$ cat config.mk
export PLATFORM = sky130hd
export DESIGN_NAME = conv_result_serializer
export DESIGN_NICKNAME = d
export VERILOG_FILES = /design/src/rtl/conv_pkg.sv /design/src/rtl/conv_frame_slot.sv /design/src/rtl/conv_result_serializer.sv
export SDC_FILE = /design/constraint.sdc
export NUM_CORES = 1
export LEC_CHECK = 0
export CAP_MARGIN = 10
export CORE_UTILIZATION = 30
export CTS_BUF_LIST = sky130_fd_sc_hd__clkbuf_4
export CTS_CLUSTER_DIAMETER = 40
export DETAILED_ROUTE_END_ITERATION = 6
export GPL_ROUTABILITY_DRIVEN = 0
export PLACE_DENSITY_LB_ADDON = 0.3
export REMOVE_ABC_BUFFERS = 1
export SLEW_MARGIN = 20
export SYNTH_ARGS = -nofsm -noshare
export SYNTH_HDL_FRONTEND = slang
export SYNTH_HIERARCHICAL = 1
export SYNTH_SLANG_ARGS = --single-unit
$ cat constraint.sdc
create_clock -name clk -period 1.85 [get_ports clk]
set_input_delay 0.2775 -clock clk [delete_from_list [all_inputs] [get_ports clk]]
set_output_delay 0.2775 -clock clk [all_outputs]
set_load 0.01 [all_outputs]
$ cat src/rtl/conv_pkg.sv
// Constants and state encoding shared between the convolution core and its result serializer.
package conv_pkg;

  localparam int unsigned DIM     = 3;
  localparam int unsigned RES_W   = 2;
  localparam int unsigned IDX_W   = 2;
  localparam int unsigned NELEM   = DIM * DIM;
  localparam int unsigned FRAME_W = NELEM * RES_W;

  typedef enum logic [0:0] {
    StIdle = 1'b0,
    StSend = 1'b1
  } ser_state_e;

endpackage

$ cat src/rtl/conv_frame_slot.sv
// One-frame holding register with a full flag; load captures a frame and sets full.
module conv_frame_slot #(
  parameter int unsigned WIDTH = conv_pkg::FRAME_W
) (
  input  logic             clk,
  input  logic             rst,
  input  logic             load,
  input  logic             clear,
  input  logic [WIDTH-1:0] din,
  output logic [WIDTH-1:0] dout,
  output logic             full
);

  logic [WIDTH-1:0] data_q;
  logic             full_q;

  always_ff @(posedge clk) begin
    if (rst) begin
      data_q <= '0;
      full_q <= 1'b0;
    end else begin
      if (load) begin
        data_q <= din;
      end
      // A load in the same cycle as a clear keeps the slot occupied.
      if (load) begin
        full_q <= 1'b1;
      end else if (clear) begin
        full_q <= 1'b0;
      end
    end
  end

  assign dout = data_q;
  assign full = full_q;

endmodule

$ cat src/rtl/conv_result_serializer.sv
// Double-buffered serializer: streams a parallel DIM x DIM result frame one element per cycle
// with row/column/last tags, capturing the next frame while the current one drains.
module conv_result_serializer #(
  parameter int unsigned RES_W = conv_pkg::RES_W,
  parameter int unsigned DIM   = conv_pkg::DIM,
  parameter int unsigned IDX_W = conv_pkg::IDX_W
) (
  input  logic                     clk,
  input  logic                     rst,
  input  logic                     frame_valid,
  output logic                     frame_ready,
  input  logic [DIM*DIM*RES_W-1:0] frame_data,
  output logic                     pix_valid,
  input  logic                     pix_ready,
  output logic [RES_W-1:0]         pix_data,
  output logic [IDX_W-1:0]         pix_row,
  output logic [IDX_W-1:0]         pix_col,
  output logic                     pix_last,
  output logic                     busy
);

  import conv_pkg::*;

  localparam int unsigned NElem  = DIM * DIM;
  localparam int unsigned FrameW = NElem * RES_W;
  localparam int unsigned CntW   = $clog2(NElem);
  localparam logic [CntW-1:0]  LastCnt = CntW'(NElem - 1);
  localparam logic [IDX_W-1:0] LastCol = IDX_W'(DIM - 1);

  ser_state_e        state_q, state_d;
  logic [FrameW-1:0] act_q, act_d;
  logic [CntW-1:0]   cnt_q, cnt_d;
  logic [IDX_W-1:0]  row_q, row_d;
  logic [IDX_W-1:0]  col_q, col_d;

  logic              pend_load, pend_clear, pend_full;
  logic [FrameW-1:0] pend_data;
  logic              accept, xfer, last_xfer;

  conv_frame_slot #(
    .WIDTH(FrameW)
  ) u_pending (
    .clk  (clk),
    .rst  (rst),
    .load (pend_load),
    .clear(pend_clear),
    .din  (frame_data),
    .dout (pend_data),
    .full (pend_full)
  );

  assign frame_ready = ~pend_full;
  assign pix_valid   = (state_q == StSend);
  assign pix_data    = act_q[RES_W-1:0];
  assign pix_row     = row_q;
  assign pix_col     = col_q;
  assign pix_last    = pix_valid && (cnt_q == LastCnt);
  assign busy        = pix_valid | pend_full;

  assign accept    = frame_valid & frame_ready;
  assign xfer      = pix_valid & pix_ready;
  assign last_xfer = xfer && (cnt_q == LastCnt);

  always_comb begin
    state_d    = state_q;
    act_d      = act_q;
    cnt_d      = cnt_q;
    row_d      = row_q;
    col_d      = col_q;
    pend_load  = 1'b0;
    pend_clear = 1'b0;

    unique case (state_q)
      StIdle: begin
        if (accept) begin
          act_d   = frame_data;
          cnt_d   = '0;
          row_d   = '0;
          col_d   = '0;
          state_d = StSend;
        end
      end
      StSend: begin
        if (last_xfer) begin
          cnt_d = '0;
          row_d = '0;
          col_d = '0;
          // Refill from pending first; frame_ready is low whenever pending is full.
          if (pend_full) begin
            act_d      = pend_data;
            pend_clear = 1'b1;
          end else if (accept) begin
            act_d = frame_data;
          end else begin
            act_d   = '0;
            state_d = StIdle;
          end
        end else begin
          if (xfer) begin
            act_d = act_q >> RES_W;
            cnt_d = cnt_q + 1'b1;
            if (col_q == LastCol) begin
              col_d = '0;
              row_d = row_q + 1'b1;
            end else begin
              col_d = col_q + 1'b1;
            end
          end
          pend_load = accept;
        end
      end
    endcase
  end

  always_ff @(posedge clk) begin
    if (rst) begin
      state_q <= StIdle;
      act_q   <= '0;
      cnt_q   <= '0;
      row_q   <= '0;
      col_q   <= '0;
    end else begin
      state_q <= state_d;
      act_q   <= act_d;
      cnt_q   <= cnt_d;
      row_q   <= row_d;
      col_q   <= col_d;
    end
  end

endmodule

==> flow_summary_export.csv <==
group,metric,value,unit
run_status,status,"finished with violations",
run_status,violations,"design-rule violations",
drt,vias_per_cell,5.42,
final_layout,final_nets,309,
clock_tree,clock-root-buffer,"clkbuf_4",
synth,synth_top_area_share,38.7,%
power,total_power,1.98,mW
drt,ant_nets,0,
clock_tree,cts_sinks,46,
clock_tree,clock_path_buffers,2,
synth,yosys_warnings,6,
floorplanning,design.core.area,7690,µm²
place,dp.final_hpwl,3.77,mm
final_layout,area_growth,23.3,%
critical_path,crit_chain,"buf_12 -> inv_1 -> clkdlybuf4s50_1",
timing,period_share,95.1,%
synth,synthFlopType,"dfxtp_1",
synth,synth_enable_flop_cells,0,
floorplanning,num_io_pins,32,
clock_tree,tritoncts,"done",
final_layout,drive_above_1_share,15.0,%
place,dp_slack,-0.0673,ns
drt,wl_per_cell,16.0,µm
drt,vias,2103,
final_layout,final_cells,388,
min_path,hp-class,"register to register",
drt,drc,1,
drt,drt_iter0_markers,155,
grt,grt_pass1_wl,10.6,mm
timing,finalHoldViolCount,0,
critical_path,max_stage_delay,0.47,ns
drt,met2_wirelength,2.94,mm
grt,grt_usage,15.8,%
critical_path,slowest_stage,"clkdlybuf4s50_1",
timing,slew_viol_final,0,
critical_path,crit_path_max_fanout,43,
floorplanning,die_y,91.1,µm
synth,ys_seq_area_share,38.7,%
timing,setup_ws,0.0899,ns
synth,synth_area_leaders,"dfxtp_1, mux2i_1, o311ai_0",
clock_tree,htree_levels,2,
timing,rsz0062_at_grt,"no",
timing,slew-limit-headroom,69.3,%
critical_path,crit_path_start_kind,"register",
final_layout,final_area,2930,µm²
synth,synth_cells,257,
critical_path,end_kind,"primary output",
timing,period_needed,1.76,ns
synth,synth_most_common_cell,"dfxtp_1",
timing,fin_tns_setup,0,ns
floorplanning,die_area,8290,µm²
timing,setup_viol,0,
grt,grt_max_degree,44,
final_layout,diodes,0,
power,p_per_area,675,nW/µm²
power,p_leak,1.00,nW
floorplanning,die_w,91.1,µm
floorplanning,start_util,31.0,%
critical_path,reg2reg_slack,0.21,ns
synth,syn_area,2380,µm²
place,placed_cell_area,2860,µm²
critical_path,timing.critical_path.required,1.57,ns
clock_tree,worst_skew_pair.late_latency,0.36,ns
run,maxCapViolCount,0,
timing,hold_ws,0.516,ns
timing,worst-slew-pin-transition,0.460,ns
critical_path,crit_type,"register to primary output",
clock_tree,cts_buffers,5,
synth,syn_area_per_cell,9.26,µm²
synth,ys_types,37,
drt,drt-total-wl,6.21,mm
floorplanning,rows,32,
final_layout,utilization,38.2,%
timing,finClkSkew,0.00907,ns
timing,max_freq,568,MHz
place,placed_cells,379,
synth,ys_seq_elements,46,
critical_path,arrival,1.48,ns
drt,wl_met3,158,µm
drt,wl_met1,3.04,mm
synth,synthTopCellsByCount,"dfxtp_1, nor2_1, mux2i_1, nor3_1",
power,vdd_drop_max,334,µV
grt,grt_pass1_vias,2045,
place,port_buffers,31,
drt,routed.top_layer,"met4",
drt,first_pass_iters,6,
clock_tree,clk_pin_slew,0.14,ns
grt,antenna_found_initial,0,
synth,synth_top_area_cell,"dfxtp_1",
synth,async_reset_ff_share,0,%
grt,grt.overflow.total,0,
clock_tree,hold_buffers,0,
-- final timing paths --
| path | startpoint | to | cells past startpoint |
|---|---|---|---|
| worst max-delay path | u_pending/full | frame_ready | 3 |
| worst min-delay path | u_pending/dout[4] | u_pending/dout[4] | 2 |
| worst max register to register | cnt_q[1] | pix_row[0] | 6 |
| worst min register to register | u_pending/dout[4] | u_pending/dout[4] | 2 |
-- repair_timing --
item	CTS	global route
endpoints found under the setup margin	2	1
cloned	0	0
pin swaps	0	1
setup buffers	1	0
hold endpoints to repair	0	0
gates resized for setup	7	4
-- layout make-up --
| class | count | area, µm² |
|---|---|---|
| Sequential cell | 46 | 923 |
| Multi-Input combinational cell | 178 | 1300 |
| Timing Repair Buffer | 49 | 514 |
| Inverter | 5 | 18.8 |
| Tap cell | 102 | 128 |
| Clock inverter | 3 | 16.3 |
| Clock buffer | 5 | 37.5 |
| Fill cell | 802 | 4750 |
-- worst max-delay path, delay by kind of cell, from the launching register on --
kind | cells | cell delay (ns)
flops | 1 | 0.38
buf+inv | 3 | 0.73
-- cell usage in the layout, fill, tap and decap left out, types with 2 or more instances in the layout --
cell             count
dfxtp_1             44
clkdlybuf4s50_1     29
nor2_1              19
nor3_1              18
mux2i_1             18
a22oi_1             16
o311ai_0            16
a211oi_1            16
buf_4               12
or4b_2               9
nand3_1              8
or4b_1               7
a21oi_1              6
buf_12               6
a31oi_1              5
clkbuf_4             5
inv_1                4
nand2b_1             4
a311oi_1             4
nor2b_1              3
nand3b_1             3
nand2_1              3
nand4_1              3
or4_1                3
and2_1               2
and3_1               2
nand4b_1             2
a41oi_1              2
dfxtp_2              2
-- report_power, final --
group | switching, mW | leakage (nW) | internal (mW) | total [mW]
logic | 0.207 | 0.595 | 0.201 | 0.408
clock network | 0.336 | 0.0286 | 0.142 | 0.479
registers | 0.0361 | 0.378 | 1.06 | 1.09
-- sequential cells by signal, summed over array words and instances (netlist names) --
register,cells
act_q,18
cnt_q,4
pix_col,2
u_pending/full,1
pix_row,2
pix_valid,1
u_pending/dout,18
-- metal layers --
| layer | up-vias | GRT usage [%] |
|---|---|---|
| li1 | 1055 | - |
| met1 | 1007 | 21.4 |
| met2 | 36 | 25.4 |
| met3 | 5 | 3.02 |
| met4 | 0 | 5.03 |
| met5 | - | 0 |
-- cells by family after synthesis --
kind of cell | count (synthesis) | share of synthesized area (%)
simple gates | 92 | 24.3
flops | 46 | 38.7
fa+ha+maj | 2 | 1.05
compound gates | 66 | 21.0
buf+inv | 33 | 7.41
mux | 18 | 7.57
(Power assumes the default switching activity.)
